### src/rtl/data_memory.sv
// data_memory: 2**ADDR_W x DATA_W store with synchronous write and registered, read-first read.
// Optional feature macro DATA_MEMORY_CLEAR_EN adds a post-reset zeroing sweep with busy/err reporting.
module data_memory #(
  parameter int ADDR_W = 8,
  parameter int DATA_W = 8
) (
  input  logic              clk_i,
  input  logic              rst_ni,
  input  logic [ADDR_W-1:0] addr_i,
  input  logic [DATA_W-1:0] din_i,
  input  logic              we_i,
  input  logic              re_i,
  output logic [DATA_W-1:0] dout_o,
  output logic              busy_o,
  output logic              err_o
);

  localparam int DEPTH = 2**ADDR_W;

  logic [DATA_W-1:0] mem_q [DEPTH];
  logic [DATA_W-1:0] dout_q;
  logic [DATA_W-1:0] dout_d;
  logic              access_ok;
  logic              sweep_we;
  logic [ADDR_W-1:0] cc_q;

`ifdef DATA_MEMORY_CLEAR_EN
  localparam logic [ADDR_W-1:0] CC_LAST = {ADDR_W{1'b1}};
  localparam logic [ADDR_W-1:0] CC_ONE  = {{(ADDR_W-1){1'b0}}, 1'b1};

  typedef enum logic [0:0] {
    ST_CLEAR = 1'b0,
    ST_READY = 1'b1
  } state_e;

  state_e            state_q;
  state_e            state_d;
  logic [ADDR_W-1:0] cc_d;
  logic              busy_q;
  logic              busy_d;
  logic              err_q;
  logic              err_d;

  // Control state: sweep FSM, clear counter, busy decode and sticky error.
  always_ff @(posedge clk_i or negedge rst_ni) begin
    if (!rst_ni) begin
      state_q <= ST_CLEAR;
      cc_q    <= {ADDR_W{1'b0}};
      busy_q  <= 1'b1;
      err_q   <= 1'b0;
    end else begin
      state_q <= state_d;
      cc_q    <= cc_d;
      busy_q  <= busy_d;
      err_q   <= err_d;
    end
  end

  // Next-state logic: walk every location once, then stay in READY until reset.
  always_comb begin
    state_d   = state_q;
    cc_d      = cc_q;
    err_d     = err_q;
    sweep_we  = 1'b0;
    access_ok = 1'b0;
    case (state_q)
      ST_CLEAR: begin
        sweep_we = 1'b1;
        cc_d     = cc_q + CC_ONE;
        if (we_i || re_i) begin
          err_d = 1'b1;
        end else begin
          err_d = err_q;
        end
        if (cc_q == CC_LAST) begin
          state_d = ST_READY;
        end else begin
          state_d = ST_CLEAR;
        end
      end
      ST_READY: begin
        access_ok = 1'b1;
      end
      // An unreachable encoding restarts the sweep so memory is never trusted uncleared.
      default: begin
        state_d = ST_CLEAR;
        cc_d    = {ADDR_W{1'b0}};
      end
    endcase
    busy_d = (state_d == ST_CLEAR);
  end

  assign busy_o = busy_q;
  assign err_o  = err_q;
`else
  assign access_ok = 1'b1;
  assign sweep_we  = 1'b0;
  assign cc_q      = {ADDR_W{1'b0}};
  assign busy_o    = 1'b0;
  assign err_o     = 1'b0;
`endif

  // Storage: sweep writes win; no reset so contents are untouched by rst_ni itself.
  always_ff @(posedge clk_i) begin
    if (sweep_we) begin
      mem_q[cc_q] <= {DATA_W{1'b0}};
    end else if (access_ok && we_i) begin
      mem_q[addr_i] <= din_i;
    end
  end

  // Read path samples the pre-edge contents, which gives read-first on a same-address write.
  always_comb begin
    if (access_ok && re_i) begin
      dout_d = mem_q[addr_i];
    end else begin
      dout_d = dout_q;
    end
  end

  // Registered read data.
  always_ff @(posedge clk_i or negedge rst_ni) begin
    if (!rst_ni) begin
      dout_q <= {DATA_W{1'b0}};
    end else begin
      dout_q <= dout_d;
    end
  end

  assign dout_o = dout_q;

endmodule

### config.mk
export PLATFORM = sky130hd
export DESIGN_NAME = data_memory
export DESIGN_NICKNAME = d
export VERILOG_FILES = /design/src/rtl/data_memory.sv
export SDC_FILE = /design/constraint.sdc
export NUM_CORES = 2
export LEC_CHECK = 0
export BUFFER_PORTS_ARGS = -buffer_cell sky130_fd_sc_hd__buf_2
export CAP_MARGIN = 20
export CORE_AREA = 2 2 449 451
export DETAILED_ROUTE_END_ITERATION = 8
export DIE_AREA = 0 0 451 453
export GPL_TIMING_DRIVEN = 0
export MAX_ROUTING_LAYER = met4
export PLACE_DENSITY = 0.64
export SETUP_SLACK_MARGIN = 0.05
export SKIP_LAST_GASP = 1
export SYNTH_ARGS = -nofsm -noshare
export SYNTH_HDL_FRONTEND = slang
export SYNTH_SLANG_ARGS = --single-unit
### constraint.sdc
create_clock -name clk_i -period 2.6 [get_ports clk_i]
set_clock_uncertainty 0.1 [all_clocks]
set_input_delay 0.13 -clock clk_i [delete_from_list [all_inputs] [get_ports clk_i]]
set_output_delay 0.13 -clock clk_i [all_outputs]
set_load 0.005 [all_outputs]
==> run metrics <==
P per Cell Area 727 nW/um^2; deepest clock path buffer count 3; Hold Path End mem_q[194][2]; Clk Latency, worst-skew pair 0.87 ns; CP dominant cell by count buf_6; top post-synthesis cells by count edfxtp_1 (2048), mux4_2 (534), nor2_1 (245); total die area 204000 um^2; std cell rows 164; vias in the first global route 41200; dominant cell type by area after synthesis edfxtp_1; Final min period 2.90 ns; Synth top area share 77.3%; Total Neg Setup Slack -10.29 ns; Post-synth EDFFs 2048; Syn Std Cell Area 79600 um^2; unrepaired setup endpoints after global routing true; Worst-Margin Slew 1.30 ns; post-synthesis cell type count 51; Crit. End Element flop; Die Width 451 um; first-pass iteration count of the detailed router 8; PortBufs 22; CP max stage cell nor4_4; Place WS -3.37 ns; layout cells sized above 1 37.8%; Clock transition at path regs 0.07 ns; pin count of the biggest net entering global routing 177; YS warnings 0; Mapped Avg Cell Area 22.1 um^2; delay-heaviest family, CP buffers and inverters; DRC viols 0; dominant synthesized flop cell edfxtp_1; crit path launch addr_i[0]; critical path required time 3.19 ns; CTS tree built; Peak VDD IR 0.000805 V; Cells after Synth 3594; FILL cells 15600; final std cell area, no fill 96600 um^2; Ports 30; most common cell in the netlist edfxtp_1; Die Ht 453 um; clk root buf clkbuf_16; worst reg2reg startpoint mem_q[38][1]; delay of the slowest critical-path stage 0.68 ns; global-route wire length before repair 350000 um; Crit Path Max Fanout 10; clock sink count 2056; Routed WL 261000 um; slew margin rel. 13.2%; worst path cell trace buf_6, buf_6, buf_8, buf_6, buf_6, mux4_2, o21ai_0, o311ai_1, nor4_4, o32ai_1; Final nets 4094; Register Area 61700 um^2; top cells by area, synth edfxtp_1 (77%), mux4_2 (15%), nor2_1 (1.2%); HPWL Detailed 168000 um; Core Util, Final 48.5%; Hold WC Path Type in2reg; total gr overflow 0; Routed wire per std cell 37.9 um; Inserted Clock Buffers 202; Worst Path Arrival 3.49 ns; Tot Pwr 70.2 mW; Seq/Total Area, Yosys 77.6%; post-route setup slack -0.300 ns; Core Area 199000 um^2; worst path bufs/invs 5; f_max 0.345 GHz; WHS Path Cells 4; post-route ant nets 0; Final setup viols 253; Starting Density 39.9%; Register-to-Register Path Depth 6; R2R Setup Slk -0.14 ns; H-tree depth 4; Fin. Hold Viols 0; Multi-input gate area 18900 um^2; LEAKAGE 29.8 nW; max-cap violations 0; failing checks setup timing; Crit Path Class in2reg; gp weighted congestion 1.02; GRT Total Usage 26.1%; area grow syn2layout 21.5%; post-synthesis register bit count 2056; vias per cell 6.22; Critical Path Source Type primary input; Iter 0 DRT Violations 7528; Slew Limit Fails 0; hold wc startpoint addr_i[6]; fraction of registers with async set/reset 0.389%; initial antenna violation count 13; area of placed instances 84000 um^2; RR Endpoint dout_o[1]; total number of vias 42900; status finished, violations left; post-route clock period utilization 112%
[state kept, by name, indices dropped and copies added, names as in the netlist]
name and flops:
dout_o 8, mem_q 2048
[where the power goes]
| group | switching, mW | internal [mW] | total, mW |
|---|---|---|---|
| Clock | 12.9 | 16.3 | 29.2 |
| Combinational | 3.03 | 1.41 | 4.44 |
| Sequential | 0.0590 | 36.5 | 36.6 |
| Total | 16.0 | 54.2 | 70.2 |
[routing by layer]
metal,share of wire [%],wire (um),track usage [%],up-vias
met1,35,92100,33.2,22600
met2,45,118000,38.0,3297
li1,-,-,-,16200
met3,13,34900,7.22,751
met5,0,0,-,-
met4,6.5,17000,14.2,0
[placed cells by master (no fill, tap or decap), types with 9 or more instances in the layout]
cell type	n
a211oi_1	11
a21oi_1	9
a22oi_1	53
buf_12	137
buf_16	12
buf_2	37
buf_4	97
buf_6	73
buf_8	50
bufinv_16	18
clkbuf_1	75
clkbuf_16	204
clkbuf_2	21
clkbuf_4	12
clkinv_1	43
clkinv_2	39
clkinvlp_4	9
dlygate4sd3_1	14
edfxtp_1	2048
mux2i_1	80
mux4_2	534
nand2_1	36
nand2_2	18
nand2b_1	10
nand3_1	10
nor2_1	29
nor2_2	31
nor2_4	185
nor2b_1	19
nor3_2	22
nor3_4	32
o21ai_0	13
o221ai_1	14
o22a_1	16
o22ai_1	62
[per-stage QoR]
| stage | cells | hold slack (ns) |
|---|---|---|
| 2_1_floorplan | 3595 | -0.266 |
| 3_3_place_gp | 6273 | -0.109 |
| 3_5_place_dp | 6314 | -0.116 |
| 4_1_cts | 6848 | 0.123 |
| 5_1_grt | 6905 | 0.120 |
| 6_report | 6906 | 0.139 |
[worst max path at each step]
stage	endpoint	slack [ns]	cells after the start
after CTS	mem_q[36][5]	-0.20	9
after global placement	mem_q[63][2]	-3.65	10
final	dout_o[1]	-0.30	10
after floorplan	mem_q[150][0]	-0.11	9
after detailed placement	mem_q[79][2]	-3.37	10
after global routing	dout_o[1]	-0.21	10
[layout make-up]
type | instances | area share [%]
sequential | 2056 | 63.9
multi-input combinational | 1318 | 19.6
clock buffer | 248 | 5.45
timing repair buffer | 277 | 4.34
tap | 2656 | 3.44
buffer | 215 | 1.94
clock inverter | 124 | 1.32
antenna | 8 | 0.0207
inverter | 4 | 0.0155
[logic make-up (layout without fill, tap and decap cells)]
| kind of cell | Yosys count | after routing | share of synthesized area, % |
|---|---|---|---|
| AOI/OAI and AO/OA | 233 | 233 | 2.10 |
| buffers and inverters | 221 | 868 | 1.52 |
| DFF | 2056 | 2056 | 77.6 |
| muxes | 622 | 622 | 16.2 |
| other | 1 | 10 | 0.00471 |
| and+or+nand+nor | 461 | 461 | 2.58 |
[worst reg2reg max path, delay by kind of cell (launching register included)]
family             cells  cell delay, ns
DFF                    1            0.37
muxes                  2            1.07
AOI/OAI and AO/OA      1            0.22
and+or+nand+nor        3            0.80
[what timing repair did]
item,CTS,global route
buffers inserted,150,42
resized for setup,540,201
pin swaps,121,60
hold buffers,14,0
setup endpoints to repair,2056,1950
hold endpoints to repair,1012,0
No activity file was read; power rests on OpenSTA's default activity.
